File: src/rtl/alu_exec_unit.sv
// Execute-stage ALU behind a valid/ready handshake. Single-cycle logic and
// arithmetic ops; shifts iterate one bit per cycle through a one-bit shifter.
module alu_exec_unit #(
   parameter int DATA_WIDTH = 32,
   parameter int SHAMT_W    = $clog2(DATA_WIDTH)
) (
   input  logic                  clk,
   input  logic                  rst,
   input  logic                  in_valid,
   output logic                  in_ready,
   input  logic [2:0]            ALUControl,
   input  logic [DATA_WIDTH-1:0] SrcA,
   input  logic [DATA_WIDTH-1:0] SrcB,
   output logic                  out_valid,
   input  logic                  out_ready,
   output logic [DATA_WIDTH-1:0] ALUResult,
   output logic                  Zero,
   output logic                  busy
);

   typedef enum logic [1:0] {
      IDLE  = 2'd0,
      SHIFT = 2'd1,
      DONE  = 2'd2
   } state_t;

   localparam logic [2:0] OP_ADD = 3'b000;
   localparam logic [2:0] OP_SUB = 3'b001;
   localparam logic [2:0] OP_AND = 3'b010;
   localparam logic [2:0] OP_OR  = 3'b011;
   localparam logic [2:0] OP_XOR = 3'b100;
   localparam logic [2:0] OP_SLT = 3'b101;
   localparam logic [2:0] OP_SLL = 3'b110;
   localparam logic [2:0] OP_SRL = 3'b111;

   state_t                  state_reg, state_next;
   logic [DATA_WIDTH-1:0]   work_reg, work_next;
   logic [SHAMT_W-1:0]      count_reg, count_next;
   logic                    dir_reg, dir_next;
   logic [DATA_WIDTH-1:0]   result_reg, result_next;
   logic                    zero_reg, zero_next;

   logic [DATA_WIDTH-1:0]   b_operand;
   logic [DATA_WIDTH-1:0]   addsub;
   logic                    sub_sel;
   logic                    slt_bit;
   logic [DATA_WIDTH-1:0]   alu_res;
   logic [SHAMT_W-1:0]      shamt;
   logic                    is_shift;
   logic [DATA_WIDTH-1:0]   shl_one;
   logic [DATA_WIDTH-1:0]   shr_one;
   logic [DATA_WIDTH-1:0]   shift_one;

   // One adder serves add, sub and the signed compare for slt.
   assign sub_sel   = (ALUControl != OP_ADD);
   assign b_operand = sub_sel ? ~SrcB : SrcB;
   assign addsub    = SrcA + b_operand + {{(DATA_WIDTH-1){1'b0}}, sub_sel};
   assign slt_bit   = (SrcA[DATA_WIDTH-1] ^ SrcB[DATA_WIDTH-1]) ?
                      SrcA[DATA_WIDTH-1] : addsub[DATA_WIDTH-1];

   assign shamt    = SrcB[SHAMT_W-1:0];
   assign is_shift = (ALUControl == OP_SLL) || (ALUControl == OP_SRL);

   always_comb begin
      alu_res = '0;
      unique case (ALUControl)
         OP_ADD:  alu_res = addsub;
         OP_SUB:  alu_res = addsub;
         OP_AND:  alu_res = SrcA & SrcB;
         OP_OR:   alu_res = SrcA | SrcB;
         OP_XOR:  alu_res = SrcA ^ SrcB;
         OP_SLT:  alu_res = {{(DATA_WIDTH-1){1'b0}}, slt_bit};
         // Only reached with a zero shift amount: result is SrcA unchanged.
         OP_SLL:  alu_res = SrcA;
         OP_SRL:  alu_res = SrcA;
         default: alu_res = '0;
      endcase
   end

   // Single-bit shifter slice applied to the work register once per cycle.
   genvar gi;
   generate
      for (gi = 0; gi < DATA_WIDTH; gi++) begin : g_shift
         if (gi == 0) begin : g_lsb
            assign shl_one[gi] = 1'b0;
         end else begin : g_lmid
            assign shl_one[gi] = work_reg[gi-1];
         end
         if (gi == DATA_WIDTH-1) begin : g_msb
            assign shr_one[gi] = 1'b0;
         end else begin : g_rmid
            assign shr_one[gi] = work_reg[gi+1];
         end
      end
   endgenerate

   assign shift_one = dir_reg ? shr_one : shl_one;

   always_comb begin
      state_next  = state_reg;
      work_next   = work_reg;
      count_next  = count_reg;
      dir_next    = dir_reg;
      result_next = result_reg;
      zero_next   = zero_reg;
      unique case (state_reg)
         IDLE: begin
            if (in_valid) begin
               if (is_shift && (shamt != '0)) begin
                  work_next  = SrcA;
                  count_next = shamt;
                  dir_next   = (ALUControl == OP_SRL);
                  state_next = SHIFT;
               end else begin
                  result_next = alu_res;
                  zero_next   = (alu_res == '0);
                  state_next  = DONE;
               end
            end
         end
         SHIFT: begin
            work_next  = shift_one;
            count_next = count_reg - SHAMT_W'(1);
            // Final step: the result registers take the last shifted value.
            if (count_reg == SHAMT_W'(1)) begin
               result_next = shift_one;
               zero_next   = (shift_one == '0);
               state_next  = DONE;
            end
         end
         DONE: begin
            if (out_ready) begin
               state_next = IDLE;
            end
         end
         default: begin
            state_next = IDLE;
         end
      endcase
   end

   always_ff @(posedge clk or posedge rst) begin
      if (rst) begin
         state_reg  <= IDLE;
         work_reg   <= '0;
         count_reg  <= '0;
         dir_reg    <= 1'b0;
         result_reg <= '0;
         zero_reg   <= 1'b1;
      end else begin
         state_reg  <= state_next;
         work_reg   <= work_next;
         count_reg  <= count_next;
         dir_reg    <= dir_next;
         result_reg <= result_next;
         zero_reg   <= zero_next;
      end
   end

   assign in_ready  = (state_reg == IDLE);
   assign out_valid = (state_reg == DONE);
   assign busy      = (state_reg != IDLE);
   assign ALUResult = result_reg;
   assign Zero      = zero_reg;

endmodule

File: config.mk
export PLATFORM = sky130hd
export DESIGN_NAME = alu_exec_unit
export DESIGN_NICKNAME = d
export VERILOG_FILES = /design/src/rtl/alu_exec_unit.sv
export SDC_FILE = /design/constraint.sdc
export NUM_CORES = 1
export LEC_CHECK = 0
export CORE_AREA = 3 3 132 134
export DETAILED_ROUTE_END_ITERATION = 16
export DIE_AREA = 0 0 135 137
export PLACE_DENSITY_LB_ADDON = 0.05
export SYNTH_ARGS = -nofsm -noshare
export SYNTH_HDL_FRONTEND = slang
export SYNTH_SLANG_ARGS = --single-unit
export TNS_END_PERCENT = 1
File: constraint.sdc
create_clock -name clk -period 2.9 [get_ports clk]
set_input_delay 0.58 -clock clk [delete_from_list [all_inputs] [get_ports clk]]
set_output_delay 0.58 -clock clk [all_outputs]
set_load 0.05 [all_outputs]
[Word level (Yosys, flattened, before mapping)]
Index checks and enable logic that the tools add are counted.
Storage, ports and cells
  logic and storage cells: 68
  input bits: 71
  output and inout bits: 36
  flip-flop bits (word level): 73
Operators by class
  muxes and demuxes: 23
  eq/ne operators: 15
  bitwise gates (word level): 5
  reduce and logical (&&, ||, !) cells: 16
  $add $sub $neg: 3
Operators by type and width (count)
  32-bit two-way mux: 7
  32-bit case mux with 6 select lines: 1
  32-bit case mux with 2 select lines: 2
  32-bit logical NOT: 2
  32-bit by 1-bit adder with 32-bit output: 1
  32-bit adder: 1
  32-bit bitwise AND: 1
  32-bit inverter: 1
  32-bit OR: 1
  32-bit XOR: 1
  3-bit == test (second input constant): 4
  5-bit two-way mux: 2
  5-bit case mux with 2 select lines: 1
  3-bit AND reduction: 3
  2-bit two-way mux: 4
  3-bit by 2-bit == test with 1-bit output (second input constant): 2
  2-bit inequality test (second input constant): 3
  2-bit case mux with 3 select lines: 1
  5-bit by 1-bit == test with 1-bit output (second input constant): 1
  5-bit nonzero test: 1
  5-bit by 1-bit subtractor with 5-bit output (second input constant): 1
  1-bit two-way mux: 4
  2-bit by 1-bit inequality test with 1-bit output (second input constant): 2
  4-bit AND reduction: 1
  other kinds (12): 14

[Longest topological paths before layout]
Gate-level depths: netlist of run 1.
  depth after elaboration: 10
  mapped depth: 19
  depth with buffers taken out: 16

[Worst setup path before layout of run 1]
OpenSTA, ideal clock, no wires.
  kind: in2reg
  start: input ALUControl[1]
  end: register zero_reg, in the netlist Zero
  data required time: 2.828 ns
  library setup time: 0.072 ns
  stages on the path: 18
  path buffers: 4
  arrival time: 4.732 ns
  slack: -1.904 ns
  cell sequence: clkbuf_1 -> or2_2 -> clkbuf_1 -> nor2_1 -> buf_1 -> xnor2_1 -> ha_1 -> buf_2 -> a21o_1 -> a311oi_1 -> o21ai_0 -> a221o_1 -> or4_1 -> a31oi_1 -> xnor2_1 -> o31ai_1 -> or3_1 -> o21ai_1
Between the ends
  longest elaborated chain between the ends: 10
  elaborated cells between the ends (all ways): 24
  those cells by class: 2 x add/sub; 8 x eq/ne; 6 x mux; 8 x reduce/logical
RTL lines
  start, declared: RTL line 11  | input logic [2:0] ALUControl,
  3-bit nonzero test: RTL line 55  | assign sub_sel = (ALUControl != OP_ADD);
  32-bit two-way mux: RTL line 56  | assign b_operand = sub_sel ? ~SrcB : SrcB;
  32-bit adder: RTL line 57  | assign addsub = SrcA + b_operand + {{(DATA_WIDTH-1){1'b0}}, sub_sel};
  32-bit by 1-bit adder with 32-bit output: RTL line 57
  1-bit two-way mux: RTL line 58  | assign slt_bit = (SrcA[DATA_WIDTH-1] ^ SrcB[DATA_WIDTH-1]) ?
  32-bit case mux with 6 select lines: RTL line 66  | unique case (ALUControl)
  32-bit logical NOT: RTL line 116  | zero_next = (alu_res == '0);
  1-bit two-way mux: RTL line 109  | if (is_shift && (shamt != '0)) begin
  1-bit two-way mux: RTL line 108  | if (in_valid) begin
  1-bit case mux with 2 select lines: RTL line 106  | unique case (state_reg)
  end signal, assigned: RTL line 156  | zero_reg <= zero_next;
  end, declared: RTL line 41  | logic zero_reg, zero_next;
Parallel ways exist; a longest one is shown, timed or not. The select of a mux whose other input is x is not followed.
A chain may end at the register's enable or synchronous reset.

[Final worst setup path of run 1]
  start: input ALUControl[1]
  end: register result_reg[0], in the netlist ALUResult[0]
Between the ends
  longest elaborated chain between the ends: 9
  elaborated cells between the ends (all ways): 23
  those cells by class: 2 x add/sub; 8 x eq/ne; 6 x mux; 7 x reduce/logical
RTL lines
  3-bit nonzero test: RTL line 55
  32-bit two-way mux: RTL line 56
  32-bit adder: RTL line 57
  32-bit by 1-bit adder with 32-bit output: RTL line 57
  1-bit two-way mux: RTL line 58
  32-bit case mux with 6 select lines: RTL line 66
  32-bit two-way mux: RTL line 109
  32-bit two-way mux: RTL line 108
  32-bit case mux with 2 select lines: RTL line 106
  end signal, assigned: RTL line 155  | result_reg <= result_next;
  end, declared: RTL line 40  | logic [DATA_WIDTH-1:0] result_reg, result_next;
Parallel ways exist; a longest one is shown, timed or not. The select of a mux whose other input is x is not followed.

==> results of run 1 <==
[synth_stat cells, drive strengths merged (6+ instances only)]
| cell | n |
|---|---|
| nand2b | 7 |
| and2 | 8 |
| clkbuf | 56 |
| or3 | 6 |
| xnor2 | 43 |
| o21a | 6 |
| nor4 | 13 |
| a221o | 6 |
| a21oi | 65 |
| nor3 | 14 |
| a21o | 24 |
| nor2 | 96 |
| a22oi | 17 |
| a211oi | 29 |
| a221oi | 8 |
| o211ai | 7 |
| nand3 | 11 |
| mux2i | 15 |
| dfrtp | 72 |
| and3 | 8 |
| a22o | 6 |
| buf | 8 |
| nand4 | 11 |
| a31oi | 7 |
| o21ai | 92 |
| nor2b | 18 |
| inv | 81 |
| ha | 96 |
| nand2 | 122 |
| o31ai | 31 |
[layer usage]
| metal | up-vias | wire [um] | track usage [%] |
|---|---|---|---|
| met1 | 4422 | 13740 | 47.55 |
| met5 | - | 13 | 0 |
| met2 | 411 | 13740 | 52.83 |
| met4 | 2 | 661 | 8.455 |
| li1 | 4507 | - | - |
| met3 | 58 | 2726 | 5.662 |
[timing repair]
item / in CTS / in global routing
pin swaps: 22 / 12
cloned: 1 / 0
endpoints found under the setup margin: 30 / 31
setup buffers: 17 / 0
resized for setup: 61 / 28
[worst min-delay path by stage]
| stage | slack (ps) | depth (start not counted) | endpoint | start |
|---|---|---|---|---|
| floorplan | 450 | 2 | work_reg[0] | work_reg[0] |
| global placement | 460 | 1 | ALUResult[6] | ALUResult[6] |
| detailed placement | 460 | 1 | ALUResult[27] | ALUResult[27] |
| CTS | 480 | 1 | ALUResult[27] | ALUResult[27] |
| global route | 480 | 1 | ALUResult[27] | ALUResult[27] |
| finish | 470 | 1 | ALUResult[27] | ALUResult[27] |
[cells by family (layout without fill, tap and decap cells)]
family | count (synthesis) | count (layout) | share of synthesized area, %
muxes | 21 | 21 | 2.815
buffers and inverters | 146 | 474 | 6.754
AOI/OAI and AO/OA | 349 | 349 | 28.65
adders and majority gates | 97 | 97 | 15.02
and+or+nand+nor | 334 | 334 | 19.12
DFF | 73 | 73 | 22.48
xor gates and xnor gates | 48 | 48 | 5.169
[power breakdown]
part | switching (mW) | internal, mW | leakage [nW]
registers | 0.476 | 1.49 | 0.908
logic | 2.83 | 2.03 | 4.64
clock network | 0.428 | 0.569 | 0.135
total | 3.73 | 4.09 | 5.68
[layout by cell type (no fill, tap or decap), types with 7 or more instances in the layout]
cell	count
buf_4	260
nand2_1	119
clkdlybuf4s50_1	103
ha_1	96
nor2_1	90
inv_1	80
o21ai_0	74
dfrtp_1	71
a21oi_1	61
xnor2_1	40
o31ai_1	30
a21o_1	24
a211oi_1	23
a22oi_1	17
nor2b_1	17
mux2i_1	14
nor3_1	13
nand4_1	11
nor4_1	10
o21ai_1	10
nand3_1	9
clkbuf_16	9
o21ai_2	8
a31oi_1	7
o211ai_1	7
[layout make-up]
class	count	area (um^2)
Clock inverter	7	37.54
Tap cell	220	275.3
Timing Repair Buffer	376	3196
Inverter	82	307.8
Sequential cell	73	1829
Fill cell	1371	4451
Multi-Input combinational cell	849	6086
Clock buffer	9	225.2
[metrics by stage]
step                area [um^2]  utilization, %  instances
floorplan                  8218               -       1068
global placement          11240           68.50       1582
detailed placement        11240           68.50       1582
CTS                       11850           72.22       1616
global route              11960           72.87       1616
finish                    11960           72.87       1616
==> key figures, run 1 <==
Synth
  • Area contributors post-synth: dfrtp_1 (22%), ha_1 (15%), nand2_1 (5.6%)
  • Mapped Nets: 1236
  • Synth async-reset ratio: 100.0%
  • Yosys cell types: 74
  • EDFF count, synth: 0
  • Sequential share of the synthesized area: about 22%
  • Largest area contributor in the netlist: dfrtp_1
  • Syn Area/Cell: 7.615 um^2
  • Top-area cell type share of the netlist area: 22.15%
  • Synth Warn #: 0
  • Mapped Cells: around 1100
  • Ys flop type: dfrtp_1
  • #FFs+latches synth: 73
  • Area of the mapped netlist: 8133 um^2

Floorplan
  • Core area: 16410 um^2
  • Die Y: approximately 140 um
  • IO Count: 107
  • Die area: 18500 um^2
  • Die X: 135 um
  • Initial Utilization: 49.57%
  • Rows: 47

Power
  • Total power draw: 7.817 mW
  • Max IR drop VDD: 0.5927 mV
  • PD cells: roughly 650 nW/um^2
  • Static Leak: 5.679 nW

Route
  • Wirelength per Cell: between 15 and 20 um
  • Vias after detailed routing: 9400
  • Post-Route WL: just over 30000 um
  • Vias per std cell: 5.817
  • Residual DRC count: 0
  • Post-route ant nets: 0
  • 1st-pass router iterations: 5
  • Drt initial violations: 758

STA
  • RSZ-0062 raised after global routing: yes
  • Final WS setup: -987.7 ps
  • TNS Setup: -14640 ps
  • Peak Freq: around 0.26 GHz
  • Final Hold Viols: 0
  • Final Setup Violations: 27
  • Hold WS: 473.5 ps
  • Period utilization: 134.1%
  • Rel. slew slack: between 50% and 60%
  • Final worst path period need: 3888 ps
  • Slew Viols, Final: 0
  • Clock skew: approximately 3.8 ps
  • Worst-Margin Slew: 733.1 ps

Setup path
  • Kind of end point of the critical path: register
  • Crit start category: primary input
  • CP Max Fanout: 8
  • Critical-path cell list: buf_6, or2_4, nor2_4, buf_12, buf_16, xnor2_1, ha_1, a21o_1, a311oi_2, o21ai_1, a221o_1, or4_1, a31oi_1, xnor2_1, o31ai_1, nor2_1, o31ai_1
  • CP Data Arrival Time: 4130 ps
  • Worst setup endpoint: ALUResult[0]
  • Req. time, crit path: approximately 3100 ps
  • CP Launch Point: ALUControl[1]
  • Worst reg2reg startpoint: count_reg[1]
  • Setup slack, reg-to-reg: -220 ps
  • CP top delay family: compound AO/OA/AOI/OAI gates
  • Worst R2R End: Zero
  • FF-to-FF path depth: 14
  • Critical path depth: 17
  • Buf/Inv on CP: 3
  • CP max-delay cell: or4_1
  • CP peak stage delay: 500 ps
  • Worst setup path category: primary input to register

Final layout
  • Layout Nets: 1559
  • Layout cells sized above 1: 26.43%
  • Ant. Diodes: 0
  • Syn-to-layout area delta: 47.02%

GRT
  • Initial antenna violation count: 1
  • Global route overflow: 0
  • Pin count of the biggest net entering global routing: 66
  • Overall global routing resource usage: roughly 33%
  • First-pass GRT wire length: 48350 um
  • Vias in the first global route: 8897

Run
  • MaxCap Viol Count: 0

Placed design
  • DP Wirelength: 24210 um
  • Final GP Congestion: 0.9720
  • IO Port Bufs: 106
  • Worst slack, placed: -1713 ps

Clock network
  • CTS tree: built
  • CTS root buf: clkbuf_16
  • Clk Latency, worst-skew pair: ~340 ps
  • Reg clk slew, reported paths: around 60 ps
  • TritonCTS Buffers: 9
  • CTS H-tree lvls: 3
  • CTS max path bufs: 2
  • CTS Sinks: between 70 and 80
  • Hold_buf cts: 0

Outcome
  • Failing checks: negative setup slack
  • Status: finished with violations

Worst hold path
  • HP Class: register to register
(Power assumes the default switching activity.)
==> run 2, diff against run 1 <==
SLEW_MARGIN = 20   (was not set)
TNS_END_PERCENT = 50   (was 1)
==> key figures, run 2 (synthesis results as in run 1) <==
Outcome
  • Status: finished with violations
  • Failing checks: negative setup slack

Route
  • Vias after detailed routing: 9680 (+3.0%)
  • Post-route ant nets: 0 (unchanged)
  • Drt initial violations: 983 (+30%)
  • Wirelength per Cell: 19.47 um (+1.9%)
  • Post-Route WL: 31990 um (+3.6%)
  • Residual DRC count: 0 (unchanged)
  • Vias per std cell: 5.892 (+1.3%)
  • 1st-pass router iterations: 5 (unchanged)

Power
  • Comb power frac: 60.7% (-1.4 points)
  • Reg power frac: 22.9% (-2.2 points)
  • Max IR drop VDD: 0.7004 mV (+18%)
  • Psw: 3.862 mW (+3.5%)
  • PD cells: 664.9 nW/um^2 (+1.7%)
  • Clock power frac: 16.4% (+3.7 points)
  • Switching Share: 45.55% (-2.2 points)
  • Static Leak: 5.998 nW (+5.6%)
  • Internal power: 4.616 mW (+13%)

Placed design
  • Final GP Congestion: 1.003 (+3.1%)
  • IO Port Bufs: 106 (unchanged)
  • DP Wirelength: 23960 um (-1.0%)
  • Worst slack, placed: -1668 ps (+44.91 ps)

STA
  • Peak Freq: 0.2516 GHz (-2.2%)
  • Final worst path period need: 3975 ps (+87.27 ps)
  • Final Setup Violations: 29 (+7.4%)
  • Rel. slew slack: 37.77% (-13 points)
  • Final Hold Viols: 0 (unchanged)
  • Worst-Margin Slew: 931.5 ps (+198.4 ps)
  • Period utilization: 137.1% (+3.0 points)
  • RSZ-0062 raised after global routing: yes
  • Final WS setup: -1075 ps (-87.27 ps)
  • Slew Viols, Final: 0 (unchanged)
  • Clock skew: 5.473 ps (+1.672 ps)

Clock network
  • CTS max path bufs: 2 (unchanged)
  • Reg clk slew, reported paths: 60 ps (about the same)
  • CTS root buf: clkbuf_16
  • CTS tree: built
  • Clk Latency, worst-skew pair: 340 ps (about the same)
  • TritonCTS Buffers: 9 (unchanged)
  • CTS Sinks: 73 (unchanged)
  • CTS H-tree lvls: 3 (unchanged)
  • Hold_buf cts: 0 (unchanged)

GRT
  • Pin count of the biggest net entering global routing: 74 (+12%)
  • Global route overflow: 0 (unchanged)
  • Initial antenna violation count: 1 (unchanged)
  • Overall global routing resource usage: 34.19% (+0.79 points)
  • Vias in the first global route: 9219 (+3.6%)
  • First-pass GRT wire length: 49620 um (+2.6%)

Final layout
  • Layout cells sized above 1: 31.72% (+5.3 points)
  • Commonest non-fill, non-tap cells in the layout: buf_4 (275), nand2_1 (116), clkdlybuf4s50_1 (103), ha_1 (91), nor2_1 (88)
  • Syn-to-layout area delta: 56.78%
  • Fin util: 77.72% (+4.8 points)
  • Most common cell after layout, fill and taps aside: buf_4
  • Layout Nets: 1585 (+1.7%)
  • Filler cell count: 1196 (-13%)

Setup path
  • CP Max Fanout: 6 (-2)
  • Crit start category: primary input
  • Kind of end point of the critical path: register
  • Worst setup path category: primary input to register
  • Req. time, crit path: 3140 ps (about the same)
  • CP Data Arrival Time: 4220 ps (+90 ps)
  • Worst reg2reg startpoint: count_reg[1]
  • FF-to-FF path depth: 13 (-1)
  • CP Launch Point: ALUControl[1]

Floorplan
  • Core area: 16410 um^2 (unchanged)
  • Rows: 47 (unchanged)
  • IO Count: 107 (unchanged)
  • Die Y: 137 um (unchanged)
  • Die area: 18500 um^2 (unchanged)
  • Initial Utilization: 49.57% (unchanged)
  • Die X: 135 um (unchanged)

Worst hold path
  • HP Class: register to register
  • WHS Path Cells: 1 (unchanged)
  • Hold Crit Start: ALUResult[27]

Run
  • MaxCap Viol Count: 0 (unchanged)
run 2: cell count changes in the layout (fill, tap and decap cells not counted), sizes merged:
cell / delta
buf: +26
clkinv: -5
bufinv: +4
clkbuf: +2
clkinvlp: -1
diode: +1
run 2: path summary, 6_finish.rpt:
| path | endpoint | slack (ps) |
|---|---|---|
| worst min register to register | ALUResult[27] | 470 |
| worst min-delay path | ALUResult[27] | 470 |
| min in group asynchronous | ALUResult[29] | 650 |
| worst max-delay path | ALUResult[0] | -1070 |
| worst max register to register | Zero | -20 |
| max in group asynchronous | Zero | 1890 |
run 2: metrics by stage:
stage                     hold WS, ps  power, mW  instances  setup TNS, ps  cell area, um^2
after floorplan                 449.2      4.709       1068         -16640             8343
after global placement          458.3      6.502       1586         -46210            11330
after detailed placement        465.1      6.571       1586         -49800            11330
after CTS                       477.7      8.344       1632         -14280            12540
after global routing            499.5      8.964       1642         -20190            12750
final                           470.5      8.479       1643         -17060            12750
run 2: cell type report:
cell class / count / area, um^2 / share of cell area, %
timing repair buffer: 402 / 3425 / 26.86
clock buffer: 11 / 252.7 / 1.982
clock inverter: 5 / 125.1 / 0.9813
multi-input combinational: 849 / 6535 / 51.25
antenna: 1 / 2.502 / 0.01963
tap: 220 / 275.3 / 2.159
sequential: 73 / 1828 / 14.34
inverter: 82 / 307.8 / 2.414
run 2: power groups by stage:
stage / logic [mW] / registers (mW) / clock network [mW]
after detailed placement: 4.65 / 1.93 / 0
after CTS: 5.02 / 1.92 / 1.40
after global routing: 5.53 / 1.99 / 1.44
after floorplan: 2.22 / 2.49 / 0
final: 5.15 / 1.94 / 1.39
after global placement: 4.58 / 1.92 / 0
run 2: metal layers:
layer,share of wire [%],wire (um),track usage (%)
met3,8.4,2703,4.816
met5,0,0,0
met2,46,14740,55.23
met4,2.5,788,10.19
met1,43,13760,47.74
run 2: timing repair:
item                                    in CTS  in global routing
pin swaps                                   95                 36
endpoints found under the setup margin      55                 31
buffers inserted                            41                 12
cloned                                       2                  0
endpoints found under the hold margin        0                  0
gates resized for setup                    145                 24
run 2: worst max-delay path, stage by stage:
cell and delay (ps):
buf_6 90, or2_4 250, nor2_4 140, buf_6 150
buf_12 130, xnor2_1 110, ha_1 260, buf_4 160
o21a_1 110, o211ai_1 260, o21ai_2 120, buf_4 140
a221o_1 320, or4_4 500, a31oi_4 170, xnor2_2 100
o31ai_2 300, nor2_1 90, o31ai_1 220
==> run 3, diff against run 2 <==
ABC_AREA = 1   (was not set)
CORE_AREA = 3 3 135 137   (was 3 3 132 134)
DIE_AREA = 0 0 138 140   (was 0 0 135 137)
==> key figures, run 3 <==
Setup path
  • Crit start category: primary input
  • Buf/Inv on CP: 3 (-2)
  • CP peak stage delay: 370 ps (-130 ps)
  • CP Max Fanout: 8 (+2)
  • Critical-path cell list: buf_6, nor2_4, nand2_8, buf_12, xor2_1, ha_1, nand2_1, nand2_2, a21oi_4, nor2_2, buf_4, o21ai_4, nand3_2, nand2_1, nand2_1, a21oi_2, nand2_1, nor2_1, nand2_1, nor2_2, nand4_1, a21oi_2
  • CP Data Arrival Time: 3440 ps (-780 ps)
  • Setup slack, reg-to-reg: 650 ps (+670 ps)
  • Req. time, crit path: 3170 ps (+30 ps)
  • CP max-delay cell: ha_1
  • Kind of end point of the critical path: register
  • CP most frequent cell: nand2_1
  • Worst setup path category: primary input to register
  • CP top delay family: simple AND/OR/NAND/NOR gates

Clock network
  • CTS tree: built
  • CTS Sinks: 73 (unchanged)
  • CTS root buf: clkbuf_16
  • Clk Latency, worst-skew pair: 340 ps (about the same)
  • Hold_buf cts: 0 (unchanged)
  • CTS H-tree lvls: 3 (unchanged)
  • Reg clk slew, reported paths: 60 ps (about the same)
  • TritonCTS Buffers: 9 (unchanged)
  • CTS max path bufs: 2 (unchanged)

Route
  • Post-Route WL: 31770 um (-0.71%)
  • Wirelength per Cell: 17.23 um (-12%)
  • Vias per std cell: 5.450 (-7.5%)
  • Drt initial violations: 1001 (+1.8%)
  • Residual DRC count: 0 (unchanged)
  • Vias after detailed routing: 10050 (+3.8%)
  • Post-route ant nets: 0 (unchanged)
  • 1st-pass router iterations: 5 (unchanged)

STA
  • Clock skew: 9.266 ps (+3.793 ps)
  • Slew Viols, Final: 0 (unchanged)
  • Final Hold Viols: 0 (unchanged)
  • Final Setup Violations: 14 (-52%)
  • Hold WS: 479.2 ps (+8.644 ps)
  • Final WS setup: -273.9 ps (+801.1 ps)
  • Final worst path period need: 3174 ps (-801.1 ps)
  • Peak Freq: 0.3151 GHz (+25%)
  • Rel. slew slack: 55.25% (+17 points)
  • RSZ-0062 raised after global routing: yes
  • Worst-Margin Slew: 671.3 ps (-260.2 ps)
  • Period utilization: 109.4% (-28 points)

Final layout
  • Ant. Diodes: 0 (-1)
  • Layout Nets: 1783 (+12%)
  • Filler cell count: 1360 (+14%)
  • Most common cell after layout, fill and taps aside: nand2_1
  • Commonest non-fill, non-tap cells in the layout: nand2_1 (284), buf_4 (230), inv_1 (185), clkdlybuf4s50_1 (101), o21ai_0 (88)
  • Layout cells sized above 1: 30.39% (-1.3 points)
  • Fin util: 74.72% (-3.0 points)
  • Syn-to-layout area delta: 51.26%

GRT
  • Global-route met2 utilization: 50.49% (-4.7 points)
  • Met1 Track Usage GR: 43.99% (-3.8 points)
  • Overall global routing resource usage: 30.90% (-3.3 points)
  • First-pass GRT wire length: 48510 um (-2.3%)
  • Vias in the first global route: 9380 (+1.7%)
  • GRT busiest layer: met2
  • Initial antenna violation count: 0 (-1)
  • Global route overflow: 0 (unchanged)
  • Pin count of the biggest net entering global routing: 74 (unchanged)
  • Global Route met3 Usage: 2.219% (-2.6 points)

Synth
  • Area of the mapped netlist: 8484 um^2 (+4.3%)
  • Largest area contributor in the netlist: dfrtp_1
  • Count leader, synth: nand2_1
  • EDFF count, synth: 0 (unchanged)
  • Synth async-reset ratio: 100.0% (unchanged)
  • Top-area cell type share of the netlist area: 21.24% (-0.92 points)
  • Sequential share of the synthesized area: 21.55% (-0.93 points)
  • Syn Area/Cell: 6.547 um^2 (-14%)
  • #FFs+latches synth: 73 (unchanged)
  • Mapped Cells: 1296 (+21%)
  • Yosys cell types: 54 (-27%)
  • Mapped Nets: 1464 (+18%)
  • Synth Warn #: 0 (unchanged)
  • Ys flop type: dfrtp_1
  • Area contributors post-synth: dfrtp_1 (21%), nand2_1 (15%), ha_1 (14%)
  • Commonest cells in the netlist: nand2_1 (336), inv_1 (199), o21ai_0 (98), ha_1 (96), nor2_1 (82)

Placed design
  • DP Wirelength: 24080 um (+0.53%)
  • Final GP Congestion: 0.9482 (-5.4%)
  • IO Port Bufs: 106 (unchanged)

Power
  • Static Leak: 6.349 nW (+5.9%)
  • Max IR drop VDD: 0.8033 mV (+15%)
  • PD cells: 680.0 nW/um^2 (+2.3%)

Outcome
  • Failing checks: negative setup slack
  • Status: finished with violations

Floorplan
  • Die Y: 140 um (+2.2%)
  • Die area: 19320 um^2 (+4.5%)
  • Core area: 17180 um^2 (+4.7%)
  • IO Count: 107 (unchanged)
  • Rows: 48 (+2.1%)
  • Die X: 138 um (+2.2%)
  • Initial Utilization: 49.40% (-0.17 points)

Worst hold path
  • HP Class: register to register

Run
  • MaxCap Viol Count: 0 (unchanged)
run 3: layout make-up:
type | instances | area (um^2) | share of cell area, %
Clock inverter | 6 | 107.6 | 0.8384
Timing Repair Buffer | 358 | 3159 | 24.62
Tap cell | 225 | 281.5 | 2.194
Multi-Input combinational cell | 965 | 6446 | 50.23
Inverter | 208 | 785.8 | 6.123
Sequential cell | 73 | 1828 | 14.24
Clock buffer | 9 | 225.2 | 1.755
run 3: kinds of logic after synthesis:
| logic type | synth area share (%) |
|---|---|
| AND/OR/NAND/NOR | 27.43 |
| AO/OA/AOI/OAI | 20.88 |
| buffers and inverters | 11.83 |
| adder cells (fa/ha/maj) | 14.39 |
| flip-flops | 21.55 |
| XOR/XNOR | 3.923 |
run 3: layer usage:
layer / vias to the layer above / wire [um]
met2: 381 / 14770
met3: 64 / 1934
li1: 4906 / -
met1: 4699 / 14240
met4: 0 / 818
met5: - / 0
run 3: worst paths after layout:
kind,startpoint,end,cells past startpoint
worst max-delay path,ALUControl[1],Zero,22
worst min-delay path,ALUResult[27],ALUResult[27],2
worst max register to register,dir_reg,Zero,6
worst min register to register,ALUResult[27],ALUResult[27],2
max in group asynchronous,rst,Zero,3
min in group asynchronous,rst,ALUResult[29],3
run 3: what timing repair did:
item | CTS | global route
gates cloned | 2 | 0
setup endpoints to repair | 31 | 27
buffers inserted | 27 | 13
gates resized for setup | 137 | 94
pin swaps | 83 | 55
run 3: tightest hold or removal path, cell delays in order, from the launching register on:
cell and delay (ps):
dfrtp_1 340, nand2_1 60, nand2_1 50
run 3: power by group:
part	internal [mW]	switching (mW)
sequential	1.54	0.335
clock	0.832	0.420
combinational	2.18	3.42
total	4.55	4.17
run 3: through the flow:
stage	power (mW)	setup TNS (ps)	instance area [um^2]	cells	worst slack, ps
floorplan	5.062	0	8547	1296	0.6368
global placement	6.941	-19900	11370	1790	-968.9
detailed placement	7.026	-20940	11370	1790	-993.4
CTS	8.507	-432.2	12370	1832	-159.8
global route	9.292	-4175	12830	1844	-493.0
finish	8.727	-1281	12830	1844	-273.9
